$ cat src/rtl/stream_pkg.sv
// Shared types and helpers for stream schedulers.
// Holds the arbiter state type and the rotate-priority search.
package stream_pkg;

    typedef enum logic {
        IDLE,
        LOCKED
    } arb_state_t;

    localparam int DEFAULT_DATA_WIDTH_BYTES = 4;

    // First requester above ptr, wrapping modulo n (n <= 16).
    function automatic logic [3:0] rr_next(
        input logic [15:0] req,
        input logic [3:0]  ptr,
        input int          n
    );
        logic [3:0] g;
        int         idx;
        g = ptr;
        for (int k = 16; k >= 1; k--) begin
            if (k <= n) begin
                idx = int'(ptr) + k;
                if (idx >= n) begin
                    idx = idx - n;
                end
                if (req[idx[3:0]]) begin
                    g = idx[3:0];
                end
            end
        end
        return g;
    endfunction

endpackage

$ cat src/rtl/rr_pick.sv
// Combinational rotate-priority encoder.
// Picks the first request strictly after ptr, wrapping.
module rr_pick
    import stream_pkg::*;
#(
    parameter int NUM_INPUTS = 4,
    parameter int SRC_W      = $clog2(NUM_INPUTS)
) (
    input  logic [NUM_INPUTS-1:0] req,
    input  logic [SRC_W-1:0]      ptr,
    output logic [SRC_W-1:0]      grant,
    output logic                  valid
);

    logic [15:0] req_ext;

    always_comb begin
        req_ext = '0;
        req_ext[NUM_INPUTS-1:0] = req;
        grant = SRC_W'(rr_next(req_ext, 4'(ptr), NUM_INPUTS));
        valid = |req;
    end

endmodule

$ cat src/rtl/stream_rr_arbiter.sv
// Round-robin arbiter and mux for stb/ack word streams.
// Optional packet lock holds the grant until last transfers.
module stream_rr_arbiter
    import stream_pkg::*;
#(
    parameter int NUM_INPUTS       = 4,
    parameter int DATA_WIDTH_BYTES = DEFAULT_DATA_WIDTH_BYTES,
    parameter int LOCK_ON_LAST     = 1,
    parameter int SRC_W            = $clog2(NUM_INPUTS)
) (
    input  logic                                 clk,
    input  logic                                 rst,
    input  logic [NUM_INPUTS*DATA_WIDTH_BYTES*8-1:0] in_data,
    input  logic [NUM_INPUTS-1:0]                in_stb,
    input  logic [NUM_INPUTS-1:0]                in_last,
    output logic [NUM_INPUTS-1:0]                in_ack,
    output logic [DATA_WIDTH_BYTES*8-1:0]        out_data,
    output logic                                 out_stb,
    output logic                                 out_last,
    output logic [SRC_W-1:0]                     out_src,
    input  logic                                 out_ack
);

    localparam int DW = DATA_WIDTH_BYTES * 8;

    arb_state_t       state;
    arb_state_t       state_nxt;
    logic [SRC_W-1:0] ptr;
    logic [SRC_W-1:0] lock_idx;
    logic [SRC_W-1:0] pick;
    logic [SRC_W-1:0] sel;
    logic             pick_v;
    logic             sel_v;
    logic             load;
    logic             xfer;

    rr_pick #(
        .NUM_INPUTS(NUM_INPUTS),
        .SRC_W     (SRC_W)
    ) u_pick (
        .req  (in_stb),
        .ptr  (ptr),
        .grant(pick),
        .valid(pick_v)
    );

    // While locked, the owner alone may transfer, even when idle.
    always_comb begin
        sel   = pick;
        sel_v = pick_v;
        if (state == LOCKED) begin
            sel   = lock_idx;
            sel_v = in_stb[lock_idx];
        end
    end

    assign load   = !out_stb || out_ack;
    assign xfer   = load && sel_v && !rst;
    assign in_ack = xfer ? (NUM_INPUTS'(1) << sel) : '0;

    always_comb begin
        state_nxt = state;
        if (xfer) begin
            unique case (state)
                IDLE: begin
                    if (LOCK_ON_LAST != 0 && !in_last[sel]) begin
                        state_nxt = LOCKED;
                    end
                end
                LOCKED: begin
                    if (in_last[sel]) begin
                        state_nxt = IDLE;
                    end
                end
            endcase
        end
    end

    always_ff @(posedge clk) begin
        if (rst) begin
            state    <= IDLE;
            ptr      <= SRC_W'(NUM_INPUTS - 1);
            lock_idx <= '0;
            out_stb  <= 1'b0;
            out_data <= '0;
            out_last <= 1'b0;
            out_src  <= '0;
        end else begin
            state <= state_nxt;
            if (xfer) begin
                out_stb  <= 1'b1;
                out_data <= in_data[int'(sel)*DW +: DW];
                out_last <= in_last[sel];
                out_src  <= sel;
                ptr      <= sel;
                lock_idx <= sel;
            end else if (out_ack) begin
                out_stb <= 1'b0;
            end
        end
    end

endmodule

$ cat config.mk
export PLATFORM = sky130hd
export DESIGN_NAME = stream_rr_arbiter
export DESIGN_NICKNAME = d
export VERILOG_FILES = /design/src/rtl/stream_pkg.sv /design/src/rtl/rr_pick.sv /design/src/rtl/stream_rr_arbiter.sv
export SDC_FILE = /design/constraint.sdc
export NUM_CORES = 1
export LEC_CHECK = 0
export ABC_CLOCK_PERIOD_IN_PS = 6900
export CORE_ASPECT_RATIO = 1.25
export CORE_MARGIN = 10
export CORE_UTILIZATION = 58
export CTS_CLUSTER_DIAMETER = 80
export DETAILED_ROUTE_END_ITERATION = 8
export DONT_BUFFER_PORTS = 1
export PLACE_DENSITY_LB_ADDON = 0.2
export SETUP_SLACK_MARGIN = 0.2
export SKIP_LAST_GASP = 1
export SYNTH_ARGS = -nofsm -noshare
export SYNTH_HDL_FRONTEND = slang
export SYNTH_SLANG_ARGS = --single-unit
$ cat constraint.sdc
create_clock -name clk -period 6.9 [get_ports clk]
set_input_delay 0.69 -clock clk [delete_from_list [all_inputs] [get_ports clk]]
set_output_delay 0.69 -clock clk [all_outputs]
set_load 0.03 [all_outputs]
---- Word level (Yosys, flattened, before mapping) ----
Cells that the tools add are included.
cells by class
  add/sub/neg operators ................... 8
  magnitude comparators ................... 10
  shift-type cells ........................ 2
  multiplexer cells ....................... 26
  reductions and logical operators ........ 7
operators with widths
  operator             count
  $ge 32x4->1 const B  4
  $shiftx 128x8->32    1
  $lt 4x5->1 const B   4
  $mux 4               5
  $bmux 1 s4           4
  $sub 4x4->4 const B  4
  $mux 1               10
  $mux 2               5
  $add 2x2->3 const B  2
  $lt 2x3->1 const B   2
  $add 2x3->4 const B  1
  $bmux 1 s2           2
  $reduce_or 4->1      1
  $shl 1x2->4 const A  1
  $add 2x1->3 const B  1
  $logic_and 1x1->1    2
  $logic_not 1->1      2
  $reduce_bool 2->1    1
  $logic_or 1x1->1     1
storage, ports and cells
  flip-flop bits (word level) ............. 39
  bits of input ports ..................... 139
  output and inout bits ................... 40
  logic and storage cells ................. 59

---- Logic depth before layout (Yosys ltp) ----
  depth after elaboration ................. 13
  gate-level depth with buffers ........... 13
  gate-level depth less buffers ........... 9

---- Modules after synthesis ----
A second synthesis with hierarchy kept.
unflattened totals
  cell total of the unflattened synthesis .. 186
  area total of the unflattened synthesis .. 2447.3 µm²
modules (own cells, without submodules)
  module             instances  cells an instance  area an instance (µm²)  seq. area each (µm²)
  stream_rr_arbiter  1          156                2190.9                  780.7
  rr_pick            1          30                 256.5                   0.0

---- Least setup slack after synthesis ----
OpenSTA, ideal clock, no wires.
  path type ............................... reg2out
  from .................................... register ptr[0]
  to ...................................... output in_ack[0]
  arrival ................................. 2.881 ns
  data required time ...................... 6.210 ns
  path slack .............................. 3.329 ns
  stages on the path, launching flop included .. 13
  buffers on the path ..................... 4
  cells stage by stage .................... dfxtp_1 > buf_6 > inv_1 > ha_1 > a21boi_0 > a22o_1 > and2_1 > buf_2 > a22o_1 > buf_4 > buf_2 > a221o_1 > nor2_1
between the ends
  cells in the longest elaborated chain, start to end .. 12
  elaborated cells between the ends (all ways) .. 31
  classes of those cells .................. add/sub (8); order compare (4); shift (1); mux (18)
ends and longest elaborated chain
  item                                        RTL line                            source
  start, declared                             stream_rr_arbiter.sv:28             logic [SRC_W-1:0] ptr;
  start signal, assigned                      stream_rr_arbiter.sv:82             ptr <= SRC_W'(NUM_INPUTS - 1);
  start signal, assigned                      stream_rr_arbiter.sv:95             ptr <= sel;
  $add 2x3->4                                 stream_pkg.sv:23                    idx = int'(ptr) + k;
  $ge 32x4->1 or $sub 4x4->4 (tied branches)  stream_pkg.sv:24, stream_pkg.sv:25
  $mux 4                                      stream_pkg.sv:24                    if (idx >= n) begin
  $bmux 1 s4                                  stream_pkg.sv:27                    if (req[idx[3:0]]) begin
  $mux 1 (not written as such)                stream_pkg.sv:27
  $mux 2 (3 in a row)                         stream_pkg.sv:27
  $mux 2 *                                    stream_pkg.sv:27
  $mux 2 *                                    stream_rr_arbiter.sv:51             if (state == LOCKED) begin
  $shl 1x2->4 *                               stream_rr_arbiter.sv:59             assign in_ack = xfer ? (NUM_INPUTS'(1) << sel) : '0;
  $mux 4 *                                    stream_rr_arbiter.sv:59
  end, declared                               stream_rr_arbiter.sv:16             output logic [NUM_INPUTS-1:0] in_ack,
Every way passes the cells marked *; elsewhere a longest branch is shown, timed or not. The select of a mux whose other input is x is not followed.

---- Final worst setup path ----
  from .................................... register ptr[0]
  to ...................................... output in_ack[2]
Same word-level chain as after synthesis.

==> results_dict.tcl <==
set metrics [dict create \
    die-height_um 120 \
    worstPathArrival_ns 4.44 \
    maxCapViolCount 0 \
    rows 36 \
    post_drt_wl_per_cell_um 26.4 \
    final_common_cell "mux2i_1" \
    drt-total-wl_um 16300 \
    dr.first_iter.drc_count 329 \
    gp_congestion 0.922 \
    crit_fanout 75 \
    fin_hold_ws_ns 0.426 \
    max-slew-margin-rel_pct 21.3 \
    area_growth_syn_to_layout_pct 2.34 \
    drive_gt1_share_pct 14.0 \
    syn_area_um2 4660 \
    start_util_pct 59.7 \
    fin_nets 665 \
    dpl.hpwl_um 11000 \
    cts_resized 0 \
    ys_warn_count 0 \
    synth_edf_count 0 \
    finClkSkew_ns 0.0107 \
    dieArea_um2 12000 \
    synthFlopType "dfxtp_1" \
    htreeDepth 2 \
    grt_first_pass_wirelength_um 25500 \
    ant_nets 0 \
    grt_antenna_before_repair 0 \
    cts_tree "built" \
    p_leak_nw 1.80 \
    worst_slack_ns 1.77 \
    io_buffer_count 0 \
    outcome "finished clean" \
    coreArea_um2 7790 \
    root_buffer "clkbuf_8" \
    cp-start-kind "flop" \
    p_per_area_nw_per_um2 614 \
    maxSlewViolCount 0 \
    ios 179 \
    end_kind "primary output" \
    clock_latency_ns 0.32 \
    dr.pass1.iters 5 \
    fp.dieW_um 100 \
    grt_usage_pct 25.2 \
    numClockSinks 39 \
    post_cts_buffers 0 \
    grt_pass1_vias 4895 \
    grt_setup_unrepaired "no" \
    place_ws_ns 2.14 \
    ys_seq_area_share_pct 16.8 \
    viasPerCell 7.85 \
    mostFrequentLayoutCells "mux2i_1, o22ai_1, nor2_1, dfxtp_1, a221oi_1" \
    fin_util_pct 61.1 \
    synth.avg_cell_area_um2 8.27 \
    ctsHoldBuffers 0 \
    synth-seq-cells 39 \
    fmax_mhz 195 \
    fin_tns_setup_ns 0 \
    min_period_ns 5.13 \
    path_class "flop to primary output" \
    numCtsBuffers 5 \
    finalCritPeriodShare_pct 74.3 \
    syn_inst 563 \
    syn_nets 707 \
    clockBufferDepth 2 \
    async_flop_share_pct 0 \
    clk_pin_slew_worst_paths_ns 0.09 \
    multi_input_area_um2 3660 \
    antenna_cells 0 \
    worstHoldPathType "primary input to flop" \
    fillCellCount 693 \
    crit_required_ns 6.21 \
    via_count 4842 \
    worst_pin_slew_ns 1.18 \
    finalHoldViolations 0 \
    route.detailed.drc 0 \
    finalSetupViolCount 0 \
    globalRouteOverflowTotal 0 \
    area.sequential_um2 788 \
    ir_drop_uv 331 \
    grt_max_degree 76 \
    synth_cell_types 46 \
]
## cell families (layout without fill, tap and decap cells)
family	after synthesis	after routing	share of synthesized area, %
buf+inv	63	22	5.56
simple gates	87	87	8.06
compound gates	236	236	38.6
fa+ha+maj	5	5	1.34
mux	133	133	29.7
flops	39	39	16.8
## per-stage QoR
stage,power (mW),cell area (um^2),std cells
after global routing,3.15,4760,617
after global placement,2.64,4660,609
final,2.93,4760,617
after floorplan,2.26,4660,563
after CTS,2.91,4760,617
after detailed placement,2.72,4660,609
## sequential cells by signal (all words and copies together), names as in the netlist
signal,flops
out_stb,1
out_last,1
state,1
out_data,32
ptr,2
lock_idx,2
## per-layer routing
layer,global-route usage [%],share of wire [%]
met3,12.1,14
met4,10.4,3.0
met1,26.9,36
met5,0,0
met2,41.5,47
## cells in the mapped netlist (all sizes together) (3+ instances only)
library cell,n,area (um^2)
clkbuf,44,165
dfxtp,39,781
a2111oi,28,251
mux2i,98,981
nand2,17,63.8
mux2,35,402
o22ai,55,344
buf,16,82.6
a22oi,27,203
nand2b,4,25.0
ha,5,62.6
nor2,47,176
o211ai,6,70.1
nor3,8,40.0
a21oi,32,160
a22o,31,273
a221oi,36,333
nor2b,3,18.8
inv,3,11.3
a21o,5,37.5
o21ai,4,20.0
## area by class of cell
class / count / share of cell area (%)
clock buffers: 7 / 2.02
clock inverters: 1 / 0.158
inverters: 3 / 0.236
multi-input cells: 461 / 76.8
flip-flops and latches: 39 / 16.5
well taps: 95 / 2.49
repair buffers: 11 / 1.73
## critical path: stages, from the launching register on
cell      delay [ns]
dfxtp_4         1.13
inv_1           0.37
ha_1            0.46
a21oi_1         0.20
a21oi_1         0.10
a221oi_1        0.44
o221ai_4        0.43
nand2b_1        0.44
nor2_1          0.53
## power breakdown
group / internal, mW / switching [mW] / total (mW)
clock network: 0.0912 / 0.0965 / 0.188
registers: 0.314 / 0.290 / 0.605
logic: 0.879 / 1.25 / 2.13
total: 1.28 / 1.64 / 2.93
## path summary, 6_finish.rpt
check,slack [ns],startpoint,to,depth (start not counted)
worst min-delay path,0.43,rst,out_stb$_SDFFE_PP0P_,1
worst max register to register,2.38,ptr[0]$_SDFFE_PP1P_,out_data[28]$_SDFFE_PP0P_,10
worst max-delay path,1.77,ptr[0]$_SDFFE_PP1P_,in_ack[2],8
worst min register to register,0.65,out_data[6]$_SDFFE_PP0P_,out_data[6]$_SDFFE_PP0P_,2
Note: power is estimated with default switching activity, not from simulation.
